<file path="config.mk">
export PLATFORM = sky130hd
export DESIGN_NAME = instr_fsm_ctrl_flat
export DESIGN_NICKNAME = d
export VERILOG_FILES = /design/src/rtl/instr_fsm_pkg.sv /design/src/rtl/instr_fsm_ctrl_if.sv /design/src/rtl/instr_dec.sv /design/src/rtl/instr_fsm_ctrl.sv /design/src/flat_wrapper.sv
export SDC_FILE = /design/constraint.sdc
export NUM_CORES = 1
export LEC_CHECK = 0
export BUFFER_PORTS_ARGS = -buffer_cell sky130_fd_sc_hd__buf_2
export CORE_MARGIN = 3
export CORE_UTILIZATION = 49
export DETAILED_ROUTE_END_ITERATION = 6
export GPL_ROUTABILITY_DRIVEN = 0
export PLACE_DENSITY = 0.86
export SYNTH_ARGS = -nofsm -noshare
export SYNTH_HDL_FRONTEND = slang
export SYNTH_SLANG_ARGS = --single-unit
</file>
<file path="constraint.sdc">
create_clock -name clk -period 1.6 [get_ports clk]
set_input_delay 0.08 -clock clk [delete_from_list [all_inputs] [get_ports clk]]
set_output_delay 0.08 -clock clk [all_outputs]
set_load 0.02 [all_outputs]
</file>
<file path="src/rtl/instr_fsm_pkg.sv">
// Shared constants and types for the instruction controller: opcode/op
// encodings, ALU operation codes, write-back select encodings, the
// controller state enum and the instruction-class flags from the decoder.
package instr_fsm_pkg;

    localparam int DEF_DATA_W = 16;
    localparam int DEF_RA_W   = 3;

    // Primary opcode field ir[15:13]
    localparam logic [2:0] OPC_MOV = 3'b110;
    localparam logic [2:0] OPC_ALU = 3'b101;

    // Secondary op field ir[12:11] under OPC_MOV
    localparam logic [1:0] OP_MOV_REG = 2'b00;
    localparam logic [1:0] OP_MOV_IMM = 2'b10;

    // ALU operations; under OPC_ALU the op field maps directly onto these
    localparam logic [1:0] ALUOP_ADD = 2'b00;
    localparam logic [1:0] ALUOP_SUB = 2'b01;
    localparam logic [1:0] ALUOP_AND = 2'b10;
    localparam logic [1:0] ALUOP_NOT = 2'b11;

    // Write-back source select
    localparam logic VSEL_C   = 1'b0;
    localparam logic VSEL_IMM = 1'b1;

    typedef enum logic [2:0] {
        WAIT      = 3'd0,
        DECODE    = 3'd1,
        WRITE_IMM = 3'd2,
        GET_A     = 3'd3,
        GET_B     = 3'd4,
        ALU       = 3'd5,
        WRITE_REG = 3'd6,
        TRAP      = 3'd7
    } state_t;

    // Instruction classes; an instruction with none of these set is illegal.
    typedef struct packed {
        logic mov_imm;  // MOV Rn,#imm8
        logic mov_reg;  // MOV Rd,Rm{,sh}
        logic b_only;   // MOV reg or MVN: A operand forced to zero, skip GET_A
        logic two_op;   // ADD / CMP / AND: both operands read
        logic is_cmp;   // CMP: update status only, no write-back
    } iclass_t;

endpackage

</file>
<file path="src/rtl/instr_fsm_ctrl_if.sv">
// Bundle between the instruction source and the controller, plus the
// controller's datapath control outputs. master = instruction source,
// slave = instr_fsm_ctrl.
interface instr_fsm_ctrl_if #(
    parameter int DATA_W = 16,
    parameter int RA_W   = 3
);
    logic              s;
    logic [DATA_W-1:0] instr;
    logic              w;
    logic [RA_W-1:0]   readnum;
    logic [RA_W-1:0]   writenum;
    logic              write;
    logic              vsel;
    logic              loada;
    logic              loadb;
    logic              asel;
    logic              loadc;
    logic              loads;
    logic [1:0]        ALUop;
    logic [1:0]        shift;
    logic [DATA_W-1:0] sximm8;
    logic              err;

    modport master (
        output s, instr,
        input  w, readnum, writenum, write, vsel, loada, loadb, asel,
               loadc, loads, ALUop, shift, sximm8, err
    );

    modport slave (
        input  s, instr,
        output w, readnum, writenum, write, vsel, loada, loadb, asel,
               loadc, loads, ALUop, shift, sximm8, err
    );
endinterface

</file>
<file path="src/rtl/instr_dec.sv">
// Combinational instruction decode: field extraction from the held
// instruction register, instruction-class flags and imm8 sign extension.
module instr_dec
    import instr_fsm_pkg::*;
#(
    parameter int DATA_W = 16,
    parameter int RA_W   = 3
) (
    input  logic [DATA_W-1:0] ir,
    output logic [RA_W-1:0]   rn,
    output logic [RA_W-1:0]   rd,
    output logic [RA_W-1:0]   rm,
    output logic [1:0]        sh,
    output logic [1:0]        op,
    output logic [DATA_W-1:0] sximm8,
    output iclass_t           cls
);
    logic [2:0] opcode;
    logic       is_mov;
    logic       is_alu;

    assign opcode = ir[15:13];
    assign op     = ir[12:11];
    assign rn     = RA_W'(ir[10:8]);
    assign rd     = RA_W'(ir[7:5]);
    assign sh     = ir[4:3];
    assign rm     = RA_W'(ir[2:0]);
    assign sximm8 = {{(DATA_W-8){ir[7]}}, ir[7:0]};

    assign is_mov = (opcode == OPC_MOV);
    assign is_alu = (opcode == OPC_ALU);

    // Class flags; every op value under OPC_ALU is legal, only two under OPC_MOV
    always_comb begin
        cls         = '0;
        cls.mov_imm = is_mov && (op == OP_MOV_IMM);
        cls.mov_reg = is_mov && (op == OP_MOV_REG);
        cls.b_only  = cls.mov_reg || (is_alu && (op == ALUOP_NOT));
        cls.two_op  = is_alu && (op != ALUOP_NOT);
        cls.is_cmp  = is_alu && (op == ALUOP_SUB);
    end
endmodule

</file>
<file path="src/rtl/instr_fsm_ctrl.sv">
// Multi-cycle instruction controller sitting in front of the ALU and its
// A/B/C/status registers. Captures an instruction on the start handshake
// and steps read, operand load, ALU and write-back one state per cycle.
// All control outputs are registered and reflect the current state.
//
// Build option: define ILLEGAL_TRAP_EN to lock up in TRAP (err=1) on an
// illegal instruction; otherwise illegal instructions act as a one-cycle
// NOP and err is constant 0.
//
// state     | meaning
// ----------+------------------------------------------------------------
// WAIT      | idle, w=1; s accepted here and instr captured into ir
// DECODE    | classify ir, no control output active
// WRITE_IMM | write sximm8 to Rn
// GET_A     | read Rn, load A
// GET_B     | read Rm, load B (shift applied on the B path)
// ALU       | drive ALUop; load C, or status only for CMP
// WRITE_REG | write C to Rd
// TRAP      | illegal instruction seen, err=1, held until reset
module instr_fsm_ctrl
    import instr_fsm_pkg::*;
#(
    parameter int DATA_W = DEF_DATA_W,
    parameter int RA_W   = DEF_RA_W
) (
    input  logic           clk,
    input  logic           reset_n,
    instr_fsm_ctrl_if.slave bus
);
    state_t            state;
    logic [DATA_W-1:0] ir;

    logic [RA_W-1:0]   rn;
    logic [RA_W-1:0]   rd;
    logic [RA_W-1:0]   rm;
    logic [1:0]        sh;
    logic [1:0]        op;
    logic [DATA_W-1:0] sximm8;
    iclass_t           cls;

    instr_dec #(
        .DATA_W (DATA_W),
        .RA_W   (RA_W)
    ) u_dec (
        .ir     (ir),
        .rn     (rn),
        .rd     (rd),
        .rm     (rm),
        .sh     (sh),
        .op     (op),
        .sximm8 (sximm8),
        .cls    (cls)
    );

    assign bus.sximm8 = sximm8;

`ifndef ILLEGAL_TRAP_EN
    assign bus.err = 1'b0;
`endif

    // State register and registered control outputs. Each branch sets the
    // outputs belonging to the state being entered; anything not set falls
    // back to the inactive default at the top of the clocked branch.
    always_ff @(posedge clk or negedge reset_n) begin
        if (!reset_n) begin
            state        <= WAIT;
            ir           <= '0;
            bus.w        <= 1'b1;
            bus.readnum  <= '0;
            bus.writenum <= '0;
            bus.write    <= 1'b0;
            bus.vsel     <= VSEL_C;
            bus.loada    <= 1'b0;
            bus.loadb    <= 1'b0;
            bus.asel     <= 1'b0;
            bus.loadc    <= 1'b0;
            bus.loads    <= 1'b0;
            bus.ALUop    <= ALUOP_ADD;
            bus.shift    <= 2'b00;
`ifdef ILLEGAL_TRAP_EN
            bus.err      <= 1'b0;
`endif
        end else begin
            bus.w        <= 1'b0;
            bus.readnum  <= '0;
            bus.writenum <= '0;
            bus.write    <= 1'b0;
            bus.vsel     <= VSEL_C;
            bus.loada    <= 1'b0;
            bus.loadb    <= 1'b0;
            bus.asel     <= 1'b0;
            bus.loadc    <= 1'b0;
            bus.loads    <= 1'b0;
            bus.ALUop    <= ALUOP_ADD;
            bus.shift    <= 2'b00;
`ifdef ILLEGAL_TRAP_EN
            bus.err      <= 1'b0;
`endif
            unique case (state)
                WAIT: begin
                    if (bus.s) begin
                        ir    <= bus.instr;
                        state <= DECODE;
                    end else begin
                        bus.w <= 1'b1;
                    end
                end

                DECODE: begin
                    if (cls.mov_imm) begin
                        state        <= WRITE_IMM;
                        bus.writenum <= rn;
                        bus.vsel     <= VSEL_IMM;
                        bus.write    <= 1'b1;
                    end else if (cls.b_only) begin
                        state       <= GET_B;
                        bus.readnum <= rm;
                        bus.loadb   <= 1'b1;
                        bus.shift   <= sh;
                    end else if (cls.two_op) begin
                        state       <= GET_A;
                        bus.readnum <= rn;
                        bus.loada   <= 1'b1;
                    end else begin
`ifdef ILLEGAL_TRAP_EN
                        state   <= TRAP;
                        bus.err <= 1'b1;
`else
                        state <= WAIT;
                        bus.w <= 1'b1;
`endif
                    end
                end

                GET_A: begin
                    state       <= GET_B;
                    bus.readnum <= rm;
                    bus.loadb   <= 1'b1;
                    bus.shift   <= sh;
                end

                GET_B: begin
                    // MOV reg reuses the adder with A forced to zero
                    state     <= ALU;
                    bus.ALUop <= cls.mov_reg ? ALUOP_ADD : op;
                    bus.asel  <= cls.b_only;
                    bus.shift <= sh;
                    if (cls.is_cmp) begin
                        bus.loads <= 1'b1;
                    end else begin
                        bus.loadc <= 1'b1;
                    end
                end

                ALU: begin
                    if (cls.is_cmp) begin
                        state <= WAIT;
                        bus.w <= 1'b1;
                    end else begin
                        state        <= WRITE_REG;
                        bus.writenum <= rd;
                        bus.vsel     <= VSEL_C;
                        bus.write    <= 1'b1;
                    end
                end

                WRITE_IMM, WRITE_REG: begin
                    state <= WAIT;
                    bus.w <= 1'b1;
                end

                TRAP: begin
`ifdef ILLEGAL_TRAP_EN
                    state   <= TRAP;
                    bus.err <= 1'b1;
`else
                    state <= WAIT;
                    bus.w <= 1'b1;
`endif
                end

                default: begin
                    state <= WAIT;
                    bus.w <= 1'b1;
                end
            endcase
        end
    end
endmodule

</file>
<file path="src/flat_wrapper.sv">
// flat-port wrapper written by rule: the top's interface ports become plain ports
module instr_fsm_ctrl_flat import instr_fsm_pkg::*;
#(
    parameter int DATA_W = DEF_DATA_W,
    parameter int RA_W   = DEF_RA_W
)
  (clk, reset_n, bus_s, bus_instr, bus_w, bus_readnum, bus_writenum, bus_write, bus_vsel, bus_loada, bus_loadb, bus_asel, bus_loadc, bus_loads, bus_ALUop, bus_shift, bus_sximm8, bus_err);
  instr_fsm_ctrl_if #(.DATA_W(DATA_W), .RA_W(RA_W)) bus_i ();
  input  logic clk;
  input  logic reset_n;
  input wire logic [$bits(bus_i.s)-1:0] bus_s;
  input wire logic [$bits(bus_i.instr)-1:0] bus_instr;
  output wire logic [$bits(bus_i.w)-1:0] bus_w;
  output wire logic [$bits(bus_i.readnum)-1:0] bus_readnum;
  output wire logic [$bits(bus_i.writenum)-1:0] bus_writenum;
  output wire logic [$bits(bus_i.write)-1:0] bus_write;
  output wire logic [$bits(bus_i.vsel)-1:0] bus_vsel;
  output wire logic [$bits(bus_i.loada)-1:0] bus_loada;
  output wire logic [$bits(bus_i.loadb)-1:0] bus_loadb;
  output wire logic [$bits(bus_i.asel)-1:0] bus_asel;
  output wire logic [$bits(bus_i.loadc)-1:0] bus_loadc;
  output wire logic [$bits(bus_i.loads)-1:0] bus_loads;
  output wire logic [$bits(bus_i.ALUop)-1:0] bus_ALUop;
  output wire logic [$bits(bus_i.shift)-1:0] bus_shift;
  output wire logic [$bits(bus_i.sximm8)-1:0] bus_sximm8;
  output wire logic [$bits(bus_i.err)-1:0] bus_err;
  assign bus_i.s = bus_s;
  assign bus_i.instr = bus_instr;
  assign bus_w = bus_i.w;
  assign bus_readnum = bus_i.readnum;
  assign bus_writenum = bus_i.writenum;
  assign bus_write = bus_i.write;
  assign bus_vsel = bus_i.vsel;
  assign bus_loada = bus_i.loada;
  assign bus_loadb = bus_i.loadb;
  assign bus_asel = bus_i.asel;
  assign bus_loadc = bus_i.loadc;
  assign bus_loads = bus_i.loads;
  assign bus_ALUop = bus_i.ALUop;
  assign bus_shift = bus_i.shift;
  assign bus_sximm8 = bus_i.sximm8;
  assign bus_err = bus_i.err;
  instr_fsm_ctrl #(.DATA_W(DATA_W), .RA_W(RA_W)) u_core (.clk(clk), .reset_n(reset_n), .bus(bus_i));
endmodule
</file>
* After elaboration in Yosys (flattened, before gate mapping)
Index checks and enable logic that the tools add are counted.
** Storage, ports and cells
- Register bits after elaboration :: 37
** Operators by class
- Muxes and demuxes :: 38
- Reductions and logical operators :: 11
- Eq/ne operators :: 14
** Operator list (count)
- 3-bit 2-to-1 mux :: 9
- 3-bit equality test (second input constant) :: 6
- 3-bit case mux with 6 select lines :: 1
- 1-bit 2-to-1 mux :: 17
- 3-bit case mux with 2 select lines :: 2
- 2-bit 2-to-1 mux :: 5
- 3-bit by 2-bit equality test with 1-bit output (second input constant) :: 2
- 1-bit logical AND :: 5
- 2-bit equality test (second input constant) :: 2
- 2-bit inequality test (second input constant) :: 2
- 1-bit case mux with 2 select lines :: 2
- 1-bit case mux with 4 select lines :: 1
- 2-bit case mux with 2 select lines :: 1
- 3-bit by 1-bit equality test with 1-bit output (second input constant) :: 1
- 3-bit logical NOT :: 1
- 3-bit OR reduction :: 1
- 2-bit by 1-bit equality test with 1-bit output (second input constant) :: 1
- 2-bit logical NOT :: 1
- 2-bit AND reduction :: 1
- 2-bit OR reduction :: 1
- 1-bit logical OR :: 1

* Logic depth before layout (Yosys ltp)
Gate-level depths: netlist of run 1.
- Depth after elaboration :: 6
- Depth in mapped cells :: 4
- Depth with buffers taken out :: 3

* Cells and area by module
Synthesis of run 1 repeated with hierarchy kept, for this count alone.
** Unflattened totals
- Cells, all modules :: 141
- Area total of the unflattened synthesis :: 1745.4 um^2
** By module, submodules not included
- instr_fsm_ctrl :: area an instance 1465.2 um^2, sequential area each 927.1 um^2, times used 1, cells each 102
- instr_dec :: area an instance 280.3 um^2, sequential area each 0.0 um^2, times used 1, cells each 39

* Least setup slack after synthesis of run 1
No wires, ideal clock.
- Kind :: reg-to-reg
- Start :: register u_core.state[1]
- End :: register u_core.ir[11]
- Buffers on the path :: 1
- Path slack :: 0.143 ns
- Period minus slack after synthesis :: 1.457 ns
- Library setup time :: 0.125 ns
- Data arrival time :: 1.332 ns
- Cell stages (with the launch flop) :: 4
- Cell sequence :: dfrtp_1 nor4b_4 buf_4 mux2_2
** On the way
- Cells in the longest elaborated chain, start to end :: 2
** RTL lines
- from (decl) :: RTL line instr_fsm_ctrl.sv:30 : state_t state;
- from (signal assigned) :: RTL line instr_fsm_ctrl.sv:66 : state <= WAIT;
- from (signal assigned) :: RTL line instr_fsm_ctrl.sv:103 : state <= DECODE;
- from (signal assigned) :: RTL line instr_fsm_ctrl.sv:111 : state <= WRITE_IMM;
- 3-bit logical NOT :: RTL line instr_fsm_ctrl.sv:99 : unique case (state)
- 2-bit AND reduction (no source line)
- to (signal assigned) :: RTL line instr_fsm_ctrl.sv:102 : ir <= bus.instr;
- to (decl) :: RTL line instr_fsm_ctrl.sv:31 : logic [DATA_W-1:0] ir;
No other way between the ends.
A chain may end at the register's enable or synchronous reset.

* Final worst setup path of run 1
- Start :: register u_core.ir[14]
- End :: register u_core.state[1]
** On the way
- Cells in the longest elaborated chain, start to end :: 6
- Elaborated cells between the ends (all ways) :: 13
- Those cells by class :: eq/ne (2); mux (5); reduce/logical (6)
** RTL lines
- 3-bit equality test (on tied branches) :: RTL line instr_dec.sv:31, instr_dec.sv:30
- 1-bit logical AND (on tied branches) :: RTL line instr_dec.sv:39, instr_dec.sv:37, instr_dec.sv:38
- 2-bit 2-to-1 mux / 1-bit logical OR (equally long branches) :: RTL line instr_fsm_ctrl.sv:120, instr_dec.sv:38
- 3-bit 2-to-1 mux :: RTL line instr_fsm_ctrl.sv:115 : end else if (cls.b_only) begin
- 3-bit 2-to-1 mux :: RTL line instr_fsm_ctrl.sv:110 : if (cls.mov_imm) begin
- 3-bit case mux with 6 select lines * :: RTL line instr_fsm_ctrl.sv:99
- to (signal assigned) :: RTL line instr_fsm_ctrl.sv:111
- to (signal assigned) :: RTL line instr_fsm_ctrl.sv:116 : state <= GET_B;
- to (signal assigned) :: RTL line instr_fsm_ctrl.sv:121 : state <= GET_A;
Every way passes the cells marked *; elsewhere a longest branch is shown, timed or not.

==> results of run 1 <==
-- registers in the layout, summed over array words and instances (netlist names), 2 cells and up --
register / count
u_core.state: 3
u_core.ir: 16
u_core.bus.ALUop: 2
u_core.bus.shift: 2
u_core.bus.writenum: 3
u_core.bus.readnum: 3
-- cell type report --
cell class	instances	share of cell area, %
tap	44	2.63
multi-input combinational	69	25.0
timing repair buffer	75	23.3
clock inverter	2	0.657
clock buffer	6	2.45
inverter	9	1.61
sequential	37	44.3
-- path summary, 6_finish.rpt --
| kind | from | to | slack (ns) |
|---|---|---|---|
| worst max-delay path | u_core.ir[14] | u_core.state[1] | 0.04 |
| worst min-delay path | bus_s | u_core.bus.w | 0.09 |
| worst max register to register | u_core.ir[14] | u_core.state[1] | 0.04 |
| worst min register to register | u_core.ir[9] | u_core.bus.writenum[1] | 0.51 |
| max in group asynchronous | reset_n | u_core.bus.w | 0.96 |
| min in group asynchronous | reset_n | u_core.bus.loadc | 0.30 |
-- layer usage --
| layer | vias to the layer above | part of all wire, % |
|---|---|---|
| met1 | 584 | 41 |
| li1 | 580 | - |
| met3 | 6 | 8.2 |
| met2 | 58 | 49 |
| met4 | 0 | 1.3 |
| met5 | - | 0 |
-- critical path, cell delays in order (launching register included) --
cell and delay [ns]:
dfrtp_1 0.43, and2b_1 0.26, a41oi_1 0.28, or3b_1 0.48
-- cell families (layout without fill, tap and decap cells) --
| family | count (synthesis) | in the layout | share of synthesized area (%) |
|---|---|---|---|
| buf+inv | 29 | 92 | 11.1 |
| other cells | 1 | 1 | 0.232 |
| flops | 37 | 37 | 57.3 |
| mux | 9 | 9 | 6.26 |
| simple gates | 32 | 32 | 13.3 |
| compound gates | 27 | 27 | 11.8 |
-- repair_timing --
item	CTS	global route
hold buffers	17	0
pin swaps	0	1
setup endpoints to repair	1	3
hold endpoints to repair	52	0
buffers inserted	0	1
gates resized for setup	1	2
-- cell usage after synthesis, drive strengths merged (3+ instances only) --
cell type	number	area, um2
o221ai	3	26.3
inv	9	33.8
dfrtp	36	901
nor4b	4	56.3
o21ai	10	50.1
nand2	10	37.5
mux2	9	101
buf	19	140
a22o	3	26.3
o211ai	3	22.5
-- per-stage QoR --
| stage | setup WS, ns | area [um2] | total power, mW | std cells | util (%) |
|---|---|---|---|---|---|
| 2_1_floorplan | 0.143 | 1620 | 2.93 | 135 | - |
| 3_3_place_gp | 0.109 | 1840 | 3.18 | 216 | 59.2 |
| 3_5_place_dp | 0.0404 | 1840 | 3.26 | 216 | 59.2 |
| 4_1_cts | 0.0651 | 2080 | 3.83 | 241 | 67.0 |
| 5_1_grt | 0.00450 | 2090 | 4.08 | 242 | 67.5 |
| 6_report | 0.0444 | 2090 | 3.85 | 242 | 67.5 |
-- report_power, final --
part           switching, mW  leakage (nW)  internal (mW)
Clock                  0.307        0.0382          0.214
Combinational          0.991         0.567          0.713
Sequential             0.340         0.474           1.29
Total                   1.64          1.08           2.22
==> results.json, run 1 <==
{
  "fillers": 245,
  "tns_ns": 0,
  "synthArstFlopShare_pct": 100,
  "crit_fanout": 6,
  "path_clk_slew_ns": 0.12,
  "die_h_um": 63.5,
  "ys_ff_latch": 37,
  "cts_root_buf": "clkbuf_4",
  "grt-ovfl-total": 0,
  "fmax_ghz": 0.643,
  "setup_viol": 0,
  "worstPathArrival_ns": 1.79,
  "antenna_found_initial": 0,
  "grtUsageTotal_pct": 18.9,
  "ys_warn_count": 0,
  "wirelength_um": 3530,
  "ys_types": 36,
  "drtAntennaViolNets": 0,
  "n_antenna_cell": 0,
  "grt_pass1_vias": 1190,
  "fin_crit_ns": 1.56,
  "hold_slack_ns": 0.0949,
  "rows": 20,
  "drtPass1Iterations": 4,
  "busiest_layer": "met2",
  "start_util_pct": 52.1,
  "hp-class": "primary input to flip-flop",
  "yosysSeqAreaShare_pct": 57.3,
  "final_common_cell": "buf_2",
  "rsz0062_at_grt": "no",
  "fin_crit_sh_pct": 97.2,
  "portBuffers": 52,
  "drc": 0,
  "num_vias": 1228,
  "r2r_cells": 3,
  "grt_util_met3_pct": 6.77,
  "design.core.area_um2": 3100,
  "place_hpwl_um": 2350,
  "synthToLayoutAreaGrowth_pct": 29.5,
  "hold_viol": 0,
  "slew_viol_final": 0,
  "viasPerCell": 5.07,
  "regArea_um2": 928,
  "syn-mean-instance-area_um2": 12.0,
  "grt.met2_usage_pct": 31.3,
  "drt_iter0_markers": 27,
  "final_nets": 216,
  "worstSetupEndpointType": "flip-flop",
  "clock_path_buffers": 2,
  "postSynthCellCount": 135,
  "synth_flop_cell": "dfrtp_1",
  "dieArea_um2": 4030,
  "met1_usage_pct": 22.9,
  "layout_common_cells": "52 x buf_2, 35 x dfrtp_1, 17 x dlygate4sd3_1, 10 x nand2_1, 10 x o21ai_0",
  "avgRoutedWirePerCell_um": 14.6,
  "cts.sinks": 37,
  "cts_htree_levels": 2,
  "fin_skew_ns": 0.0135,
  "worstHoldPathCells": 4,
  "cts_tree": "done",
  "maxSlewHeadroom_pct": 62.8,
  "startpoint_type": "flip-flop",
  "status": "finished, final reports clean",
  "synth_nets": 154,
  "grt_start_max_net_pins": 38,
  "synth-edff-count": 0,
  "critPathKind": "flip-flop to flip-flop",
  "synthesis.area_um2": 1620,
  "die_w_um": 63.5,
  "required_ns": 1.83,
  "power_density_nw_per_um2": 1840,
  "max-vdd-ir-drop_mv": 0.785,
  "cts_buffers": 5,
  "insertion_delay_ns": 0.35,
  "ios": 54,
  "grt_pass1_wl_um": 5800,
  "p_leak_nw": 1.08,
  "drv_cap": 0,
  "multi_input_area_um2": 524,
  "drive_gt1_share_pct": 41.9,
  "worstMarginPinSlew_ns": 0.551
}
(Power assumes the default switching activity.)
==> inputs of run 2 (changes only) <==
- RECOVER_POWER: unset -> 100
==> run 2 against run 1 <==
- register-to-register slack barely moved
- highest routed layer unchanged
- cell count did not move
- flip-flop and latch count did not move
- sequential power barely moved
- via count fell by 1.4%
- non-clock buffer count did not move
- combinational power fell by 5%
- sequential share of layout area rose by 1.1 points
- global-route usage did not move
- clock power barely moved
- critical path depth did not move
==> results.json, run 2 (synthesized netlist as in run 1, its figures left out) <==
{
  "rows": 20,
  "critPathKind": "flip-flop to flip-flop",
  "cts_htree_levels": 2,
  "drc": 0,
  "grt-ovfl-total": 0,
  "grt_pass1_wl_um": 5800,
  "num_vias": 1211,
  "design.core.area_um2": 3100,
  "path_clk_slew_ns": 0.12,
  "hold_viol": 0,
  "seqPwrFrac_pct": 43.5,
  "fmax_ghz": 0.641,
  "regMostFlops": "u_core.ir",
  "synthToLayoutAreaGrowth_pct": 26.2,
  "required_ns": 1.83,
  "worstPathArrival_ns": 1.79,
  "drtPass1Iterations": 4,
  "p_int_mw": 2.12,
  "fin_crit_sh_pct": 97.4,
  "grtUsageTotal_pct": 18.9,
  "portBuffers": 52,
  "antenna_found_initial": 0,
  "power_density_nw_per_um2": 1850,
  "startpoint_type": "flip-flop",
  "rsz0062_at_grt": "no",
  "n_antenna_cell": 0,
  "layout_common_cells": "35 x clkbuf_1, 35 x dfrtp_1, 18 x buf_2, 17 x dlygate4sd3_1",
  "placed_cells": 216,
  "crit_fanout": 6,
  "status": "finished, final reports clean",
  "drive_gt1_share_pct": 23.7,
  "switchingPower_mw": 1.65,
  "fin_skew_ns": 0.0139,
  "setup_viol": 0,
  "grt_start_max_net_pins": 38,
  "switching_share_pct": 43.8,
  "cts.sinks": 37,
  "die_w_um": 63.5,
  "ios": 54,
  "p_clk_share_pct": 13.9,
  "dieArea_um2": 4030,
  "viasPerCell": 5.00,
  "grt_pass1_vias": 1190,
  "worstMarginPinSlew_ns": 0.873,
  "start_util_pct": 52.1,
  "stdcell_count": 242,
  "hp-class": "primary input to flip-flop",
  "insertion_delay_ns": 0.35,
  "slew_viol_final": 0,
  "worstSetupEndpointType": "flip-flop",
  "post-route-util_pct": 65.8,
  "place_hpwl_um": 2350,
  "drv_cap": 0,
  "drt_iter0_markers": 23,
  "drtAntennaViolNets": 0,
  "combPwrFrac_pct": 42.6,
  "fin_crit_ns": 1.56,
  "max-vdd-ir-drop_mv": 0.782,
  "tns_ns": 0,
  "wirelength_um": 3550,
  "cts_buffers": 5,
  "largest_reg_flops": 16,
  "p_leak_nw": 0.950,
  "cts_tree": "done",
  "clock_path_buffers": 2,
  "final_nets": 216,
  "maxSlewHeadroom_pct": 41.8,
  "die_h_um": 63.5,
  "fillers": 273,
  "avgRoutedWirePerCell_um": 14.7,
  "cts_root_buf": "clkbuf_4"
}
run 2: cell count changes in the layout (fill, tap and decap cells not counted):
cell,change
clkbuf_1,+35
and2_1,-1
buf_4,-3
buf_2,-34
clkbuf_2,+1
buf_1,+1
and2_0,+1
run 2: cell type report:
type	instances	area [um2]	area share [%]
timing repair buffer	75	435	21.3
clock inverter	2	13.8	0.674
sequential	37	928	45.5
tap	44	55.1	2.70
clock buffer	6	51.3	2.51
inverter	9	33.8	1.65
multi-input combinational	69	524	25.7
run 2: repair_timing:
action,4_1_cts,5_1_grt
setup endpoints to repair,1,3
endpoints found under the hold margin,52,0
cloned,0,0
gates resized for setup,1,2
hold buffers,17,0
setup buffers,0,1
pin swaps,0,1
run 2: power groups by stage:
stage	sequential, mW	clock (mW)	combinational [mW]
global placement	1.60	0	1.59
CTS	1.61	0.536	1.68
finish	1.64	0.523	1.61
global route	1.69	0.583	1.73
floorplan	1.70	0	1.23
detailed placement	1.63	0	1.63
run 2: through the flow:
| step | area, um2 | hold WS, ns | power (mW) | setup WS (ns) |
|---|---|---|---|---|
| after floorplan | 1620 | -0.216 | 2.93 | 0.143 |
| after global placement | 1840 | 0.131 | 3.18 | 0.109 |
| after detailed placement | 1840 | 0.140 | 3.26 | 0.0404 |
| after CTS | 2080 | 0.0793 | 3.83 | 0.0651 |
| after global routing | 2040 | 0.128 | 4.01 | 0.00445 |
| final | 2040 | 0.0939 | 3.77 | 0.0411 |
run 2: final timing paths:
| check | startpoint | to | slack (ns) | cells after the start |
|---|---|---|---|---|
| worst min-delay path | bus_s | u_core.bus.w | 0.09 | 4 |
| worst max register to register | u_core.ir[14] | u_core.state[1] | 0.04 | 3 |
| worst max-delay path | u_core.ir[14] | u_core.state[1] | 0.04 | 3 |
| max in group asynchronous | reset_n | u_core.state[2] | 0.55 | 3 |
| min in group asynchronous | reset_n | u_core.bus.loadc | 0.46 | 3 |
| worst min register to register | u_core.ir[9] | u_core.bus.writenum[1] | 0.51 | 1 |
run 2: worst max-delay path, cell delays in order (launching register included):
cell,delay (ns)
dfrtp_1,0.43
and2b_1,0.26
a41oi_1,0.29
or3b_1,0.48
run 2: per-layer routing:
metal  track usage (%)  share of wire, %
met2              31.3                48
met1              22.9                43
met5                 0                 0
met3              6.77               7.5
met4              5.93               1.3
